### src/rtl/integer_divider.sv
// Multi-cycle restoring divider (one quotient bit per clock) with RISC-V special-case results.
// Optional DIVIDER_EARLY_OUT_EN: divide-by-zero and signed overflow finish after one CALC cycle.
module integer_divider #(
  parameter int WIDTH = 16
) (
  input  logic             Clock,
  input  logic             Reset_n,
  input  logic             Start,
  input  logic             Signed,
  input  logic [WIDTH-1:0] A,
  input  logic [WIDTH-1:0] B,
  output logic             Busy,
  output logic             Valid,
  output logic [WIDTH-1:0] Quotient,
  output logic [WIDTH-1:0] Remainder,
  output logic             DivByZero,
  output logic             Overflow
);

  typedef enum logic [1:0] {IDLE, CALC, DONE} state_t;

  localparam int              CW         = $clog2(WIDTH);
  localparam logic [CW-1:0]   LAST_COUNT = CW'(WIDTH - 1);
  localparam logic [WIDTH-1:0] MOST_NEG  = {1'b1, {(WIDTH-1){1'b0}}};

  state_t           state;
  logic [CW-1:0]    count;
  logic [WIDTH-1:0] dvd;      // dividend bits shift out, quotient bits shift in
  logic [WIDTH-1:0] dvs;
  logic [WIDTH-1:0] rem;
  logic [WIDTH-1:0] a_raw;
  logic             q_neg;
  logic             r_neg;
  logic             div_zero;
  logic             ovf;

  logic             a_neg, b_neg;
  logic [WIDTH-1:0] a_mag, b_mag;
  logic             in_div_zero, in_ovf, early_out;
  logic [WIDTH:0]   trial;
  logic             q_bit;
  logic [WIDTH-1:0] rem_next, dvd_next, q_fix, r_fix;

  // Operand decode at the accepting edge.
  always_comb begin
    a_neg       = Signed & A[WIDTH-1];
    b_neg       = Signed & B[WIDTH-1];
    a_mag       = a_neg ? -A : A;
    b_mag       = b_neg ? -B : B;
    in_div_zero = (B == '0);
    in_ovf      = Signed && (A == MOST_NEG) && (B == '1);
`ifdef DIVIDER_EARLY_OUT_EN
    early_out   = in_div_zero | in_ovf;
`else
    early_out   = 1'b0;
`endif
  end

  // One restoring step: trial subtract in WIDTH+1 bits, keep the difference if non-negative.
  always_comb begin
    trial    = {rem, dvd[WIDTH-1]} - {1'b0, dvs};
    q_bit    = ~trial[WIDTH];
    rem_next = q_bit ? trial[WIDTH-1:0] : {rem[WIDTH-2:0], dvd[WIDTH-1]};
    dvd_next = {dvd[WIDTH-2:0], q_bit};
    q_fix    = q_neg ? -dvd_next : dvd_next;
    r_fix    = r_neg ? -rem_next : rem_next;
  end

  // NOTE: Busy/Valid decode the registered state only, so no input reaches them combinationally.
  assign Busy  = (state != IDLE);
  assign Valid = (state == DONE);

  always_ff @(posedge Clock or negedge Reset_n) begin
    if (!Reset_n) begin
      state     <= IDLE;
      count     <= '0;
      dvd       <= '0;
      dvs       <= '0;
      rem       <= '0;
      a_raw     <= '0;
      q_neg     <= 1'b0;
      r_neg     <= 1'b0;
      div_zero  <= 1'b0;
      ovf       <= 1'b0;
      Quotient  <= '0;
      Remainder <= '0;
      DivByZero <= 1'b0;
      Overflow  <= 1'b0;
    end else begin
      case (state)
        IDLE: begin
          if (Start) begin
            state    <= CALC;
            count    <= early_out ? '0 : LAST_COUNT;
            dvd      <= a_mag;
            dvs      <= b_mag;
            rem      <= '0;
            a_raw    <= A;
            q_neg    <= a_neg ^ b_neg;
            r_neg    <= a_neg;
            div_zero <= in_div_zero;
            ovf      <= in_ovf;
          end
        end
        CALC: begin
          dvd   <= dvd_next;
          rem   <= rem_next;
          count <= count - 1'b1;
          if (count == '0) begin
            state     <= DONE;
            DivByZero <= div_zero;
            Overflow  <= ovf;
            if (div_zero) begin
              Quotient  <= '1;
              Remainder <= a_raw;
            end else if (ovf) begin
              Quotient  <= MOST_NEG;
              Remainder <= '0;
            end else begin
              Quotient  <= q_fix;
              Remainder <= r_fix;
            end
          end
        end
        DONE:    state <= IDLE;
        default: state <= IDLE;
      endcase
    end
  end

endmodule

### config.mk
export PLATFORM = sky130hd
export DESIGN_NAME = integer_divider
export DESIGN_NICKNAME = d
export VERILOG_FILES = /design/src/rtl/integer_divider.sv
export SDC_FILE = /design/constraint.sdc
export NUM_CORES = 1
export LEC_CHECK = 0
export CORE_MARGIN = 5
export CORE_UTILIZATION = 50
export DETAILED_ROUTE_END_ITERATION = 16
export PLACE_DENSITY_LB_ADDON = 0.2
export SLEW_MARGIN = 0
export SYNTH_ARGS = -nofsm -noshare
export SYNTH_HDL_FRONTEND = slang
export SYNTH_SLANG_ARGS = --single-unit
### constraint.sdc
create_clock -name Clock -period 5 [get_ports Clock]
set_clock_uncertainty 0.1 [all_clocks]
set_input_delay 1.5 -clock Clock [delete_from_list [all_inputs] [get_ports Clock]]
set_output_delay 1.5 -clock Clock [all_outputs]
set_load 0.005 [all_outputs]
Word level (Yosys, flattened, before mapping)
Index checks and enable logic that the tools add are counted.
W data, S select, Z words.
{"block": "word_totals", "reg_bits": 108, "inputBits": 36, "output_inout_bits": 36, "wordCells": 59}
{"block": "op_classes", "addsub": 6, "eq_ne": 6, "mux": 18, "bitwise_logic": 4, "n_reduce_logical": 11}
{"cell": "$mux W16", "n": 11}
{"cell": "$neg A16 Y16", "n": 4}
{"cell": "$pmux W16 S2", "n": 2}
{"cell": "$eq A16 B16 Y1 const B", "n": 2}
{"cell": "$sub A17 B16 Y17", "n": 1}
{"cell": "$logic_not A16 Y1", "n": 1}
{"cell": "$pmux W4 S2", "n": 1}
{"cell": "$reduce_and A2 Y1", "n": 4}
{"cell": "$logic_not A4 Y1", "n": 1}
{"cell": "$mux W2", "n": 2}
{"cell": "$mux W4", "n": 1}
{"cell": "$ne A2 B2 Y1 const B", "n": 2}
{"cell": "$pmux W2 S2", "n": 1}
{"cell": "$reduce_bool A2 Y1", "n": 2}
{"cell": "$sub A4 B1 Y4 const B", "n": 1}
{"cell": "$and A1 B1 Y1", "n": 2}
{"cell": "$eq A2 B1 Y1 const B", "n": 1}
{"cell": "$eq A2 B2 Y1 const B", "n": 1}
{"cell": "$logic_and A1 B1 Y1", "n": 2}
{"cell": "$logic_not A2 Y1", "n": 1}
{"cell": "$not A1 Y1", "n": 1}
{"cell": "$xor A1 B1 Y1", "n": 1}

Depth between registers and ports, before layout
Gate-level depths: netlist of run 1.
{"block": "depth", "word_depth": 6, "ltp_mapped": 20, "mapped_depth_nobuf": 19}

Worst setup path before layout of run 1
OpenSTA, ideal clock, no wires.
{"block": "synth_path", "kind": "reg-to-reg", "from": "register dvd[15]", "to": "register Remainder[12]", "arrival_time_ns": 3.918, "setup_slack_ns": 0.847, "stages_incl_launch_ff": 21, "n_path_buf": 1, "cell_sequence": "dfrtp_1 -> inv_1 -> ha_1 -> fa_1 -> nand2b_1 -> a211oi_2 -> o2111ai_1 -> a21boi_1 -> nor2_4 -> inv_2 -> clkbuf_1 -> nor2_1 -> a21oi_1 -> ha_1 -> inv_1 -> nor4b_1 -> mux2i_1 -> o21bai_1 -> o31ai_1 -> xnor2_1 -> o22ai_1"}
{"block": "synth_via", "elab_chain_len": 6}
{"item": "start, declared", "line_no": "28", "rtl": "logic [WIDTH-1:0] dvd;"}
{"item": "start signal, assigned", "line_no": "95", "rtl": "dvd <= a_mag;"}
{"item": "start signal, assigned", "line_no": "106", "rtl": "dvd <= dvd_next;"}
{"item": "$sub A17 B16 Y17", "line_no": "61", "rtl": "trial = {rem, dvd[WIDTH-1]} - {1'b0, dvs};"}
{"item": "$mux W16 (*)", "line_no": "63", "rtl": "rem_next = q_bit ? trial[WIDTH-1:0] : {rem[WIDTH-2:0], dvd[WIDTH-1]};"}
{"item": "$neg A16 Y16", "line_no": "66", "rtl": "r_fix = r_neg ? -rem_next : rem_next;"}
{"item": "$mux W16 (*)", "line_no": "66"}
{"item": "$mux W16 (*)", "line_no": "116", "rtl": "end else if (ovf) begin"}
{"item": "$mux W16 (*)", "line_no": "113", "rtl": "if (div_zero) begin"}
{"item": "end signal, assigned", "line_no": "115", "rtl": "Remainder <= a_raw;"}
{"item": "end signal, assigned", "line_no": "121", "rtl": "Remainder <= r_fix;"}
{"item": "end, declared", "line_no": "15", "rtl": "output logic [WIDTH-1:0] Remainder,"}
Mark *: on every way between the ends. The rest lies on a longest branch, timed or not.
A chain may end at the register's enable or synchronous reset.

Final worst setup path of run 1
Ends and elaborated chain as after synthesis.

==> metrics.md, run 1 <==
| Metric | Value |
|---|---|
| Fin util | 0.591 |
| IO Port Bufs | just over 70 |
| Drt pass-1 iters | 6 |
| CTS Root Cell | clkbuf_16 |
| Avg Synthesized Cell Area | just over 8 sq um |
| RSZ-0062 raised after global routing | false |
| First-pass GRT wire length | between 30000 and 40000 microns |
| GRT Overall Usage | 0.236 |
| Max cap viols | 0 |
| YS warnings | 0 |
| Area growth, synth to finish | 16.9% |
| Count of final setup violators | 0 |
| Cell family with most CP delay | compound AO/OA/AOI/OAI gates |
| Hold buffers post-CTS | 0 |
| Tcrit/Tclk final | 0.901 |
| Final GP Congestion | approximately 0.92 |
| Lkg Pwr | between 0.003 and 0.004 uW |
| Post-synthesis sequential area ratio | 0.407 |
| Initial Util | 0.506 |
| Clock Tree Buf Depth | 2 |
| Core Region | roughly 13000 sq um |
| Placed cells | between 1000 and 1500 |
| Number of remaining DRC errors | 0 |
| Critical path class | flip-flop to flip-flop |
| Final Cell Area | between 7000 and 8000 sq um |
| Final hold vios | 0 |
| Worst Tran Pin Value | 1270 ps |
| Vias in the first global route | just under 6000 |
| Synthesized area | approximately 6600 sq um |
| CTS tree | built |
| Mapped Nets | around 860 |
| TritonCTS Sinks | roughly 110 |
| Slew margin rel. | 0.151 |
| Crit path largest cell delay | between 400 and 500 ps |
| Cell area power density | 794 nW/um^2 |
| Mapped Cells | 800 |
| Final Non-Filler Cells | 1030 |
| Worst path arrival time | approximately 4600 ps |
| Seq cells post-synth | 108 |
| CP Buf/Inv Count | 3 |
| Main flop type after synthesis | dfrtp_1 |
| Starting DRT DRC Count | between 600 and 700 |
| DRT Wirelength | approximately 19000 microns |
| Routed via count | ~6100 |
| Placed inst area | around 7500 sq um |
| Post_cts resized | 0 |
| Worst slack at placement | 551 ps |
| Initial antenna violation count | 0 |
| Latest clock arrival within the worst-skew pair | about 360 ps |
| Final min period | around 4500 ps |
| Post-synth EDFFs | 0 |
| Worst VDD drop | ~0.41 mV |
| Vias/cell | about 6 |
| Largest net degree at the start of global routing | 63 |
| Slew Limit Fails | 0 |
| Wirelength per Cell | about 18 microns |
| H-Tree Depth | 3 |
| Setup Fix Bufs, Post-CTS | 0 |
| Grt ovf | 0 |
| Asr flop ratio synth | 1.00 |
| Final worst slack | between 400 and 500 ps |
| Die height | roughly 130 microns |
| Crit. End Element | flip-flop |
| F_max | ~0.22 GHz |
| Die area | between 15000 and 20000 sq um |
| DPL Wire Length | 13700 microns |
| Share of cells above drive strength 1 | 0.0422 |
| Hold WC Path Type | flip-flop to flip-flop |
| WP data required | 5120 ps |
| Crit start category | flip-flop |
| Worst path cell trace | inv_1, ha_1, fa_1, nand2b_1, a211oi_2, o2111ai_1, a21boi_1, nor2_4, inv_2, nor2_1, a21oi_1, ha_1, inv_1, nor4b_1, mux2i_1, o21bai_1, o31ai_1, xnor2_1, o22ai_1 |
| Die Wd | 125 microns |
| Clk pin slew, worst setup/hold paths | around 80 ps |
| Status | finished clean |
| Antenna Nets Post-Route | 0 |
| Post-route setup TNS | 0 ps |
| CTS Buf Count | 9 |
| Synth cell types | between 60 and 70 |
| Antenna Cells | 0 |
| Top Ports | between 70 and 80 |
| Highest-delay cell along the critical path | a21boi_1 |
| Max Fanout on Critical Path | 15 |
| Row count | 42 |
| Nets | a little over 900 |
-- cell usage in the layout (no fill, tap or decap), drive strengths merged, types with 2 or more instances in the layout --
cell type,Yosys,layout
xnor2,33,33
o2111ai,3,3
or3,13,13
mux2i,11,11
nor2b,5,5
clkbuf,37,10
a31oi,7,7
nand3,22,22
nand2b,8,8
clkinvlp,0,2
a211oi,4,4
xor2,28,28
ha,22,22
o41ai,3,3
o31a,2,2
o31ai,9,9
o22ai,12,12
and2,6,6
or4,5,5
and3,9,9
nor2,60,60
nor3,21,21
a21o,6,6
nand4,5,5
nor4,3,3
a21boi,3,3
o21ai,100,100
a22oi,14,14
nand2,124,124
a21oi,51,51
dfrtp,108,108
buf,5,10
a221o,2,2
inv,38,41
clkdlybuf4s50,0,70
o21bai,3,3
-- synth_stat cells (13+ instances only) --
master    number  area share
nand2_1      124       0.070
dfrtp_1      108        0.41
o21ai_0       95       0.072
nor2_1        59       0.033
a21oi_1       51       0.038
clkbuf_1      37       0.021
inv_1         37       0.021
xnor2_1       33       0.044
xor2_1        28       0.037
ha_1          22       0.041
nand3_1       21       0.016
nor3_1        21       0.016
a22oi_1       14       0.016
or3_1         13       0.012
-- final cells by class --
cell class / count / area (sq um)
fillers: 1172 / 5370
clock buffers: 10 / 229
flip-flops and latches: 108 / 2700
well taps: 176 / 220
multi-input cells: 612 / 3640
inverters: 38 / 143
repair buffers: 80 / 776
clock inverters: 6 / 55.1
-- worst reg2reg max path, stage by stage (launching register included) --
cell	delay, ps
dfrtp_1	410
inv_1	80
ha_1	230
fa_1	400
nand2b_1	210
a211oi_2	270
o2111ai_1	160
a21boi_1	430
nor2_4	80
inv_2	220
nor2_1	70
a21oi_1	210
ha_1	190
inv_1	70
nor4b_1	300
mux2i_1	160
o21bai_1	240
o31ai_1	310
xnor2_1	160
o22ai_1	90
-- power by group --
part | total, uW | internal (uW) | switching (uW)
clock network | 698 | 348 | 349
logic | 3760 | 1590 | 2180
registers | 1710 | 1300 | 408
total | 6170 | 3230 | 2930
-- cells by family (layout without fill, tap and decap cells) --
logic type      count (synthesis)  in the layout  share of synthesized area
fa+ha+maj                      23             23                     0.0445
mux                            12             12                     0.0183
xor+xnor                       61             61                     0.0804
compound gates                230            230                      0.208
buf+inv                        80            134                     0.0458
flops                         108            108                      0.407
simple gates                  286            286                      0.196
-- path summary, 6_finish.rpt --
path	startpoint	end	slack, ps	depth (start not counted)
worst max-delay path	dvd[15]	Remainder[12]	490	19
min in group asynchronous	Reset_n	DivByZero	1120	1
worst max register to register	dvd[15]	Remainder[12]	490	19
max in group asynchronous	Reset_n	rem[15]	2820	2
worst min register to register	Quotient[8]	Quotient[8]	380	2
worst min-delay path	Quotient[8]	Quotient[8]	380	2
-- per-layer routing --
layer / share of wire / wire length, microns / vias to the layer above / global-route usage
li1: - / - / 2895 / -
met1: 0.46 / 8580 / 2892 / 0.352
met2: 0.45 / 8380 / 257 / 0.363
met3: 0.071 / 1310 / 24 / 0.0431
met4: 0.013 / 240 / 0 / 0.0478
met5: 0 / 0 / - / 0
-- per-stage QoR --
step	total power [uW]	hold slack (ps)
after global routing	6650	404
after global placement	5330	353
after floorplan	4270	338
final	6170	377
after detailed placement	5430	360
after CTS	6130	378
-- sequential cells by signal, indices dropped and copies added, names as in the netlist, 2 cells and up --
name	cells
Remainder	16
count	4
state	2
dvd	16
a_raw	16
dvs	16
rem	16
Quotient	16
Power figures use the tool's default switching activity.
==> inputs of run 2 (changes only) <==
--- a/config.mk
+++ b/config.mk
@@ -8,7 +8,7 @@
 export CORE_MARGIN = 5
 export CORE_UTILIZATION = 50
 export DETAILED_ROUTE_END_ITERATION = 16
-export PLACE_DENSITY_LB_ADDON = 0.2
+export PLACE_DENSITY = 0.77
 export SLEW_MARGIN = 0
 export SYNTH_ARGS = -nofsm -noshare
 export SYNTH_HDL_FRONTEND = slang
==> run 2 against run 1 <==
Clock power grew 14%. Sequential share of layout area shrank 0.30 points. Total power grew 0.73%. Cell count grew 0.19%. Core utilization grew 0.51 points. Fmax shrank 1.5%. Largest cell class unchanged.
==> metrics.md, run 2 (synthesis gave the netlist of run 1 again) <==
| Metric | Value |
|---|---|
| Crit start category | flip-flop |
| Drt pass-1 iters | 5 |
| Nets | about 900 |
| Wire length on met3 | roughly 1400 microns |
| CTS Buf Count | 9 |
| Initial Util | 0.506 |
| Hold buffers post-CTS | 0 |
| R2R cell count | 19 |
| Area growth, synth to finish | 17.9% |
| Switching Share | 0.460 |
| Most frequent cells in the layout | nand2_1, dfrtp_1, o21ai_0, clkdlybuf4s50_1, nor2_1 |
| WL met1 | around 8000 microns |
| Top Ports | 72 |
| Lkg Pwr | 0.00344 uW |
| Worst path arrival time | 4690 ps |
| Net Sw Power | approximately 2900 uW |
| Antenna Nets Post-Route | 0 |
| Number of remaining DRC errors | 0 |
| Crit path largest cell delay | approximately 420 ps |
| DR top layer | met4 |
| Stages on the worst setup path | 19 |
| WP data required | between 5000 and 6000 ps |
| Grt ovf | 0 |
| Clk pin slew, worst setup/hold paths | ~70 ps |
| Vias in the first global route | 5634 |
| Die area | ~16000 sq um |
| WL met2 | ~7800 microns |
| F_max | 0.218 GHz |
| Initial antenna violation count | 0 |
| Share of cells above drive strength 1 | 0.0467 |
| Critical path class | flip-flop to flip-flop |
| Largest net degree at the start of global routing | ~60 |
| Max Fanout on Critical Path | 15 |
| DRT Wirelength | 17600 microns |
| CTS Root Cell | clkbuf_16 |
| Starting DRT DRC Count | 665 |
| CTS tree | built |
| Crit. End Element | flip-flop |
| Final min period | 4580 ps |
| Int Power | 3360 uW |
| Combinational share of power | 0.601 |
| Sequential power share | 0.271 |
| Final hold vios | 0 |
| CP Buf/Inv Count | 3 |
| IO Port Bufs | between 70 and 80 |
| Vias/cell | between 5 and 6 |
| Latest clock arrival within the worst-skew pair | about 360 ps |
| Max cap viols | 0 |
| Worst VDD drop | about 0.53 mV |
| Routed via count | between 5000 and 6000 |
| Slew Limit Fails | 0 |
| Overall Power | around 6200 uW |
| Worst hold slack | around 380 ps |
| Tcrit/Tclk final | 0.915 |
| Worst path cell trace | inv_1, ha_1, fa_1, nand2b_1, a211oi_2, o2111ai_1, a21boi_2, nor2_4, inv_2, nor2_1, a21oi_1, ha_1, inv_1, nor4b_1, mux2i_1, o21bai_1, o31ai_1, xnor2_1, o22ai_1 |
| Status | finished clean |
| Hold Path Depth | 2 |
| Count of final setup violators | 0 |
| Slew margin rel. | 0.189 |
| Placed cells | around 1000 |
| Core Region | 13100 sq um |
| Hold WC Path Type | flip-flop to flip-flop |
| Highest-delay cell along the critical path | fa_1 |
| Final GP Congestion | 0.925 |
| Die Wd | 125 microns |
| Row count | 42 |
| GRT Overall Usage | 0.228 |
| Clock Tree Buf Depth | 2 |
| Antenna Cells | 0 |
| Fin util | 0.596 |
| Cell family with most CP delay | compound AO/OA/AOI/OAI gates |
| DPL Wire Length | around 13000 microns |
| Commonest non-fill, non-tap cell in the layout | nand2_1 |
| Die height | 125 microns |
| Final Non-Filler Cells | between 1000 and 1500 |
| Worst Tran Pin Value | between 1000 and 1500 ps |
| First-pass GRT wire length | approximately 29000 microns |
| Clock share of power | 0.128 |
| Cell area power density | around 800 nW/um^2 |
| Wirelength per Cell | ~17 microns |
| H-Tree Depth | 3 |
| TritonCTS Sinks | approximately 110 |
==> run 2: path summary, 6_finish.rpt <==
check	endpoint	start	slack [ps]
max	Remainder[12]	dvd[15]	420
min	Quotient[3]	Quotient[3]	380
max reg2reg	Remainder[12]	dvd[15]	420
min reg2reg	Quotient[3]	Quotient[3]	380
max in group asynchronous	rem[12]	Reset_n	2860
min in group asynchronous	dvd[4]	Reset_n	1100
==> run 2: worst register-to-register path: stages, from the launching register on <==
cell and delay [ps]:
dfrtp_1 410, inv_1 80, ha_1 220, fa_1 420, nand2b_1 220, a211oi_2 300
o2111ai_1 180, a21boi_2 290, nor2_4 70, inv_2 210, nor2_1 70, a21oi_1 210
ha_1 190, inv_1 70, nor4b_1 360, mux2i_1 200, o21bai_1 230, o31ai_1 340
xnor2_1 180, o22ai_1 90
==> run 2: cell type report <==
class | count | area (sq um)
Timing Repair Buffer | 82 | 791
Inverter | 38 | 143
Multi-Input combinational cell | 612 | 3640
Tap cell | 176 | 220
Clock inverter | 6 | 93.8
Sequential cell | 108 | 2700
Clock buffer | 10 | 239
Fill cell | 1204 | 5310
==> run 2: metal layers <==
layer / track usage / vias up
met5: 0 / -
met4: 0.0702 / 0
met3: 0.0520 / 27
met2: 0.338 / 223
met1: 0.334 / 2811
li1: - / 2905
==> run 2: through the flow <==
step	instance area (sq um)	TNS (ps)	worst slack, ps
3_3_place_gp	7480	0	728
5_1_grt	7830	-6.22	-6.22
4_1_cts	7810	0	355
6_report	7830	0	423
2_1_floorplan	6640	0	847
3_5_place_dp	7480	0	526
==> run 2: timing repair <==
action                                  in CTS  in global routing
hold endpoints to repair                     0                  0
endpoints found under the setup margin       0                  2
gates resized for setup                      0                  1
buffers inserted                             0                  2
==> run 2: power by group through the flow <==
stage               Sequential, uW  Combinational, uW  Clock [uW]
detailed placement            1690               3680           0
CTS                           1680               3710         801
global route                  1740               4170         849
global placement              1680               3610           0
floorplan                     1560               2710           0
finish                        1680               3730         793
==> inputs of run 3 (changes only) <==
--- a/config.mk
+++ b/config.mk
@@ -8,8 +8,10 @@
 export CORE_MARGIN = 5
 export CORE_UTILIZATION = 50
 export DETAILED_ROUTE_END_ITERATION = 16
+export HOLD_SLACK_MARGIN = 0.02
 export PLACE_DENSITY = 0.77
 export SLEW_MARGIN = 0
 export SYNTH_ARGS = -nofsm -noshare
 export SYNTH_HDL_FRONTEND = slang
 export SYNTH_SLANG_ARGS = --single-unit
+export TNS_END_PERCENT = 10
==> results of run 3 <==
The final DEF is identical to that of run 2; final timing and power are the same.
